--- config.mk ---
export PLATFORM = sky130hd
export DESIGN_NAME = mem_access_arbiter
export DESIGN_NICKNAME = d
export VERILOG_FILES = /design/src/rtl/mem_access_arbiter.sv
export SDC_FILE = /design/constraint.sdc
export NUM_CORES = 1
export LEC_CHECK = 0
export ABC_AREA = 1
export CELL_PAD_IN_SITES_DETAIL_PLACEMENT = 1
export CELL_PAD_IN_SITES_GLOBAL_PLACEMENT = 1
export CORE_MARGIN = 2
export CORE_UTILIZATION = 30
export DETAILED_ROUTE_END_ITERATION = 10
export GPL_ROUTABILITY_DRIVEN = 0
export PLACE_DENSITY_LB_ADDON = 0.1
export REMOVE_ABC_BUFFERS = 1
export SYNTH_ARGS = -nofsm -noshare
export SYNTH_HDL_FRONTEND = slang
export SYNTH_SLANG_ARGS = --single-unit
--- constraint.sdc ---
create_clock -name clk_i -period 4.55 [get_ports clk_i]
set_clock_uncertainty 0.1 [all_clocks]
set_input_delay 0.455 -clock clk_i [delete_from_list [all_inputs] [get_ports clk_i]]
set_output_delay 0.455 -clock clk_i [all_outputs]
set_load 0.01 [all_outputs]
--- src/rtl/mem_access_arbiter.sv ---
// Processor-wide width constants followed by the fetch / load-store arbiter
// that serialises both ports onto the single-port data memory.
package simple_processor_pkg;
  localparam int unsigned DATA_WIDTH = 32;
  localparam int unsigned ADDR_WIDTH = 32;
endpackage

module mem_access_arbiter
  import simple_processor_pkg::*;
#(
  parameter int unsigned TIMEOUT_CYCLES = 16
) (
  input  logic                  clk_i,
  input  logic                  rst_i,

  input  logic                  if_req_i,
  input  logic [ADDR_WIDTH-1:0] if_addr_i,
  output logic                  if_gnt_o,
  output logic                  if_rvalid_o,
  output logic [DATA_WIDTH-1:0] if_rdata_o,
  output logic                  if_err_o,

  input  logic                  ls_req_i,
  input  logic                  ls_we_i,
  input  logic [ADDR_WIDTH-1:0] ls_addr_i,
  input  logic [DATA_WIDTH-1:0] ls_wdata_i,
  output logic                  ls_gnt_o,
  output logic                  ls_rvalid_o,
  output logic [DATA_WIDTH-1:0] ls_rdata_o,
  output logic                  ls_err_o,

  output logic                  mem_req_o,
  output logic                  mem_we_o,
  output logic [ADDR_WIDTH-1:0] mem_addr_o,
  output logic [DATA_WIDTH-1:0] mem_wdata_o,
  input  logic [DATA_WIDTH-1:0] mem_rdata_i,
  input  logic                  mem_ready_i
);

  localparam int unsigned CNT_W = $clog2(TIMEOUT_CYCLES);
  localparam logic [CNT_W-1:0] CNT_LAST = CNT_W'(TIMEOUT_CYCLES - 1);

  typedef enum logic [1:0] {
    ST_IDLE,
    ST_ACCESS,
    ST_RESP
  } state_t;

  state_t                state_q, state_d;
  logic                  owner_ls_q;
  logic                  last_ls_q;
  logic [ADDR_WIDTH-1:0] cmd_addr_q;
  logic                  cmd_we_q;
  logic [DATA_WIDTH-1:0] cmd_wdata_q;
  logic [CNT_W-1:0]      cnt_q;
  logic                  err_q;
  logic [DATA_WIDTH-1:0] if_rdata_q;
  logic [DATA_WIDTH-1:0] ls_rdata_q;

  logic                  pick_ls;
  logic                  timeout;
  logic                  finish;
  logic [DATA_WIDTH-1:0] resp_data;

  always_ff @(posedge clk_i) begin
    if (rst_i) state_q <= ST_IDLE;
    else       state_q <= state_d;
  end

  always_comb begin
    state_d  = state_q;
    if_gnt_o = 1'b0;
    ls_gnt_o = 1'b0;
    pick_ls  = 1'b0;
    timeout  = 1'b0;
    finish   = 1'b0;
    unique case (state_q)
      ST_IDLE: begin
        // Gated by reset so no grant is ever shown for a command that is dropped.
        if (!rst_i) begin
          if (if_req_i && ls_req_i) pick_ls = !last_ls_q;
          else                      pick_ls = ls_req_i;
          if_gnt_o = if_req_i && !pick_ls;
          ls_gnt_o = ls_req_i && pick_ls;
          if (if_req_i || ls_req_i) state_d = ST_ACCESS;
        end
      end
      ST_ACCESS: begin
        timeout = !mem_ready_i && (cnt_q == CNT_LAST);
        finish  = mem_ready_i || timeout;
        if (finish) state_d = ST_RESP;
      end
      ST_RESP: state_d = ST_IDLE;
      default: state_d = ST_IDLE;
    endcase
  end

  always_comb begin
    resp_data = '0;
    if (mem_ready_i && !cmd_we_q) resp_data = mem_rdata_i;
  end

  always_ff @(posedge clk_i) begin
    if (rst_i) begin
      owner_ls_q  <= 1'b0;
      last_ls_q   <= 1'b1;
      cmd_addr_q  <= '0;
      cmd_we_q    <= 1'b0;
      cmd_wdata_q <= '0;
      cnt_q       <= '0;
      err_q       <= 1'b0;
      if_rdata_q  <= '0;
      ls_rdata_q  <= '0;
    end else begin
      unique case (state_q)
        ST_IDLE: begin
          if (if_gnt_o || ls_gnt_o) begin
            owner_ls_q  <= ls_gnt_o;
            last_ls_q   <= ls_gnt_o;
            cmd_addr_q  <= ls_gnt_o ? ls_addr_i : if_addr_i;
            cmd_we_q    <= ls_gnt_o && ls_we_i;
            cmd_wdata_q <= ls_gnt_o ? ls_wdata_i : '0;
            cnt_q       <= '0;
          end
        end
        ST_ACCESS: begin
          if (finish) begin
            err_q <= timeout;
            if (owner_ls_q) ls_rdata_q <= resp_data;
            else            if_rdata_q <= resp_data;
          end else begin
            cnt_q <= cnt_q + CNT_W'(1);
          end
        end
        default: ;
      endcase
    end
  end

  assign mem_req_o   = (state_q == ST_ACCESS);
  assign mem_we_o    = mem_req_o && cmd_we_q;
  assign mem_addr_o  = cmd_addr_q;
  assign mem_wdata_o = cmd_wdata_q;

  assign if_rvalid_o = (state_q == ST_RESP) && !owner_ls_q;
  assign ls_rvalid_o = (state_q == ST_RESP) && owner_ls_q;
  assign if_err_o    = if_rvalid_o && err_q;
  assign ls_err_o    = ls_rvalid_o && err_q;
  assign if_rdata_o  = if_rdata_q;
  assign ls_rdata_o  = ls_rdata_q;

endmodule

Yosys cells after proc, flatten, opt, wreduce, memory -nomap -nowiden
Index checks and enable logic that the tools add are counted.
{ "totals": {"n_memories": 0, "ff_bits": 138, "input_bits": 134, "mem_bits_rw": 0, "latchBits": 0, "rom_bits": 0} }
{ "classes": {"multipliers": 0, "div": 0, "mux": 17, "addsub": 1, "bitwise_logic": 1, "n_reduce_logical": 27, "n_shift": 0, "n_eq_ne": 7, "magnitude_cmp": 0} }
{ "ops": {"columns": ["cell", "count"], "rows": [
  ["32-bit 2-to-1 mux", 3],
  ["1-bit logical AND", 11],
  ["3-bit AND reduction", 3],
  ["1-bit 2-to-1 mux", 8],
  ["4-bit 2-to-1 mux", 2],
  ["4-bit one-hot mux with 2 select lines", 1],
  ["2-bit inequality test, second input constant", 3],
  ["2-bit AND reduction", 3],
  ["1-bit logical NOT", 5],
  ["4-bit by 1-bit adder with 4-bit output, second input constant", 1],
  ["4-bit == test, second input constant", 1],
  ["2-bit 2-to-1 mux", 2],
  ["2-bit one-hot mux with 2 select lines", 1],
  ["1-bit logical OR", 3],
  ["2-bit by 1-bit == test with 1-bit output, second input constant", 1],
  ["2-bit == test, second input constant", 1],
  ["2-bit logical NOT", 1],
  ["2-bit by 1-bit inequality test with 1-bit output, second input constant", 1],
  ["2-bit nonzero test", 1],
  ["1-bit NOT", 1]
]} }

Depth between registers and ports, before layout
{ "depth": {"word_depth": 11, "depth_mapped": 9, "depth_no_buf": 9} }

Worst setup path before layout
No wires, ideal clock.
{ "synth_timing": {"path_type": "in2out", "from": "input port if_req_i", "to": "output port if_gnt_o", "arrival_time_ps": 1061, "slack_ps": 2934, "path_stages": 5, "n_path_buf": 1, "cell_sequence": "nand2_1 -> nand2_1 -> clkbuf_1 -> nand2_1 -> inv_1"} }
{ "synth_between": {"elab_chain_cells": 8} }
{ "synth_rtl": {"columns": ["element", "line", "rtl"], "rows": [
  ["from (decl)", "16", "input logic if_req_i,"],
  ["1-bit logical AND", "81", "if (if_req_i && ls_req_i) pick_ls = !last_ls_q;"],
  ["1-bit 2-to-1 mux", "81", null],
  ["1-bit 2-to-1 mux", "80", "if (!rst_i) begin"],
  ["1-bit 2-to-1 mux", "77", "unique case (state_q)"],
  ["1-bit logical NOT", "83", "if_gnt_o = if_req_i && !pick_ls;"],
  ["1-bit logical AND (*)", "83", null],
  ["1-bit 2-to-1 mux (*)", "80", null],
  ["1-bit 2-to-1 mux (*)", "77", null],
  ["to (decl)", "18", "output logic if_gnt_o,"]
]} }
Every way passes the cells marked *; elsewhere a longest branch is shown, timed or not. The select of a mux whose other input is x is not followed.

Worst setup path in the final report
{ "layout_timing": {"from": "input port if_req_i", "to": "output port ls_gnt_o"} }
{ "layout_between": {"elab_chain_cells": 7} }
{ "layout_rtl": {"columns": ["element", "line", "rtl"], "rows": [
  ["1-bit logical AND", "81", null],
  ["1-bit 2-to-1 mux", "81", null],
  ["1-bit 2-to-1 mux", "80", null],
  ["1-bit 2-to-1 mux", "77", null],
  ["1-bit logical AND", "84", "ls_gnt_o = ls_req_i && pick_ls;"],
  ["1-bit 2-to-1 mux", "80", null],
  ["1-bit 2-to-1 mux", "77", null],
  ["to (decl)", "27", "output logic ls_gnt_o,"]
]} }
Every way passes these cells. The select of a mux whose other input is x is not followed.

==> results.md <==
- Initial antenna violation count: 0
- Post-CTS Setup Inserts: 0
- Post-route minimum period: roughly 2.8 ns
- CP startpoint: if_req_i
- Routed length on met1: 8950 um
- Peak fanout along the critical path: 12
- GR Util All Layers: 0.208
- Dominant cell type by area after synthesis: dfxtp_1
- Mean post-synth cell area: 7.35 um2
- CTS clock-pin slew for the worst setup and hold paths: 0.05 ns
- Synth top area share: 0.501
- Crit path buffers/inverters: 2
- Via count: 5,867
- Metal3 WL: between 1500 and 2000 um
- DRT iter0 DRCs: 251
- Hold_sp: mem_wdata_o[31]
- Core Footprint: roughly 18,000 um2
- Total power: 3.22 mW
- IO buf count: around 270
- Post-Route WL: 20,500 um
- Status: completed
- Clock Path Buffers: 2
- Critical path type: input pin to output port
- Die W: between 100 and 150 um
- Die Footprint: 19,500 um2
- Max Cap Viol: 0
- Synth top area cells: dfxtp_1, nand2_1, a21oi_1
- Post-synthesis register bit count: 138
- Hold Path Class: flop to flop
- Slowest cell on crit path: clkdlybuf4s50_1
- Worst-Skew Late Latency: 0.42 ns
- R2r startpoint: state_q[0]
- FMAX: 0.360 GHz
- Register area share after synthesis: 0.501
- Fin nets: 1,129
- FFs w/ async S/R, synth: 0
- CTS sink cnt: 138
- Share of cells above drive strength 1: 0.0526
- Post-synth top flop: dfxtp_1
- Routed wl met2: 9710 um
- Fillcell total: around 2,200
- RSZ-0062 raised after global routing: false
- Crit-path leading delay family: buffers and inverters
- Yosys warns: 0
- Cells after Synth: 750
- First-pass GRT wire length: 32,400 um
- Vias in the first global route: 5,879
- Max-slew violations: 0
- Final setup viols: 0
- IO Count: 270
- Final ANT Viol Nets: 0
- Crit-path cells: clkdlybuf4s50_1 -> nand2_1 -> nand2_1 -> nor2_4 -> clkdlybuf4s50_1
- Final hold vios: 0
- Largest stage delay on the critical path: about 0.60 ns
- Setup total negative slack: 0 ns
- CTS tree: done
- Synth cell types: 26
- Drt pass-1 iters: 6
- Startpoint types: input pin
- Root Buffer: clkbuf_16
- CTS Buf Count: 17
- DRC: 0
- Pwr Density: approximately 360 nW/um2
- Critical Path Sink Type: output port
- Post_cts resized: 0
- Post-cts hold buffer count: 0
- Post-route clock period utilization: 0.610
- Detailed-route vias per instance: 4.74
- Max_slew headroom: 0.284
- Most frequent cell after synthesis: nand2_1
- Max IR drop VDD: 0.000265 V
- Synth-to-layout area growth: 61.9%
- Synth cell count leaders: nand2_1, dfxtp_1, a21oi_1, nand3_1, inv_1
- CP arrival: 2.22 ns
- DR top layer: met4
- WL/cell: 16.6 um
- Flop-to-flop setup slack: about 2.0 ns
- Detailed Place HPWL: 13,900 um
- Count of flip-flops with a built-in enable after synthesis: 0
- Die Y: 140 um
- Worst Path Required: 3.99 ns
- Worst slew pin tran: between 1 and 1.5 ns
- H-tree lvl count: 4
- Std-Cell Rows: 49
- Grt total ovfl: 0
- Leak: 3.46 nW
- Largest net degree at the start of global routing: 93
- Mapped Area: 5520 um2
- Initial cell density of the core: 0.306
[metal layers]
metal / vias to the layer above / global-route usage
li1: 2925 / -
met1: 2754 / 0.253
met2: 172 / 0.346
met3: 16 / 0.0781
met4: 0 / 0.0563
met5: - / 0
[per-stage QoR]
step	hold slack (ns)	util	setup slack, ns	cell area (um2)	std cells
5_1_grt	0.379	0.495	1.60	8920	1236
3_3_place_gp	0.347	0.461	1.67	8300	1204
6_report	0.363	0.495	1.77	8930	1237
4_1_cts	0.364	0.495	1.72	8920	1236
2_1_floorplan	0.329	-	1.42	5250	697
3_5_place_dp	0.352	0.461	1.62	8300	1204
[final timing paths]
path,cells after the start,end
min,2,mem_wdata_o[31]
min reg2reg,2,mem_wdata_o[31]
max reg2reg,9,mem_addr_o[26]
max,5,ls_gnt_o
[cell type report]
class / count / area [um2] / area share
Clock buffer: 23 / 488 / 0.0547
Clock inverter: 9 / 136 / 0.0153
Tap cell: 229 / 287 / 0.0321
Inverter: 47 / 179 / 0.0200
Sequential cell: 138 / 2760 / 0.309
Antenna cell: 1 / 2.50 / 0.000280
Multi-Input combinational cell: 512 / 2320 / 0.260
Timing Repair Buffer: 278 / 2760 / 0.309
[power breakdown]
part,total (mW),internal [mW],leakage (nW),switching [mW]
Sequential,1.29,1.26,1.12,0.0277
Clock,1.46,0.924,0.300,0.538
Combinational,0.473,0.238,2.04,0.235
[cells by family after synthesis]
kind of cell	share of synthesized area
buf+inv	0.0812
compound gates	0.128
xor+xnor	0.00159
flops	0.501
fa+ha+maj	0.00227
simple gates	0.286
[worst min-delay path, delay by kind of cell (launching register included)]
| kind | cells | cell delay (ns) |
|---|---|---|
| AOI/OAI and AO/OA | 1 | 0.05 |
| DFF | 1 | 0.31 |
| and+or+nand+nor | 1 | 0.06 |
[state kept, by name, summed over array words and instances (netlist names), 2 cells and up]
register and flops:
ls_rdata_o 32, if_rdata_o 32, cnt_q 4, state_q 2, mem_wdata_o 32, mem_addr_o 32
[cells in the final DEF, fill, tap and decap left out, types with 3 or more instances in the layout]
cell / instances
nor2_4: 4
o21ai_1: 5
nand3_1: 92
clkdlybuf4s50_1: 268
clkbuf_8: 4
o21ai_0: 20
clkbuf_16: 17
nor2_1: 29
bufinv_16: 3
buf_4: 9
inv_1: 42
dfxtp_1: 138
nand2_1: 230
a21oi_1: 113
inv_2: 4
nand4_1: 5
Note: power is estimated with default switching activity, not from simulation.
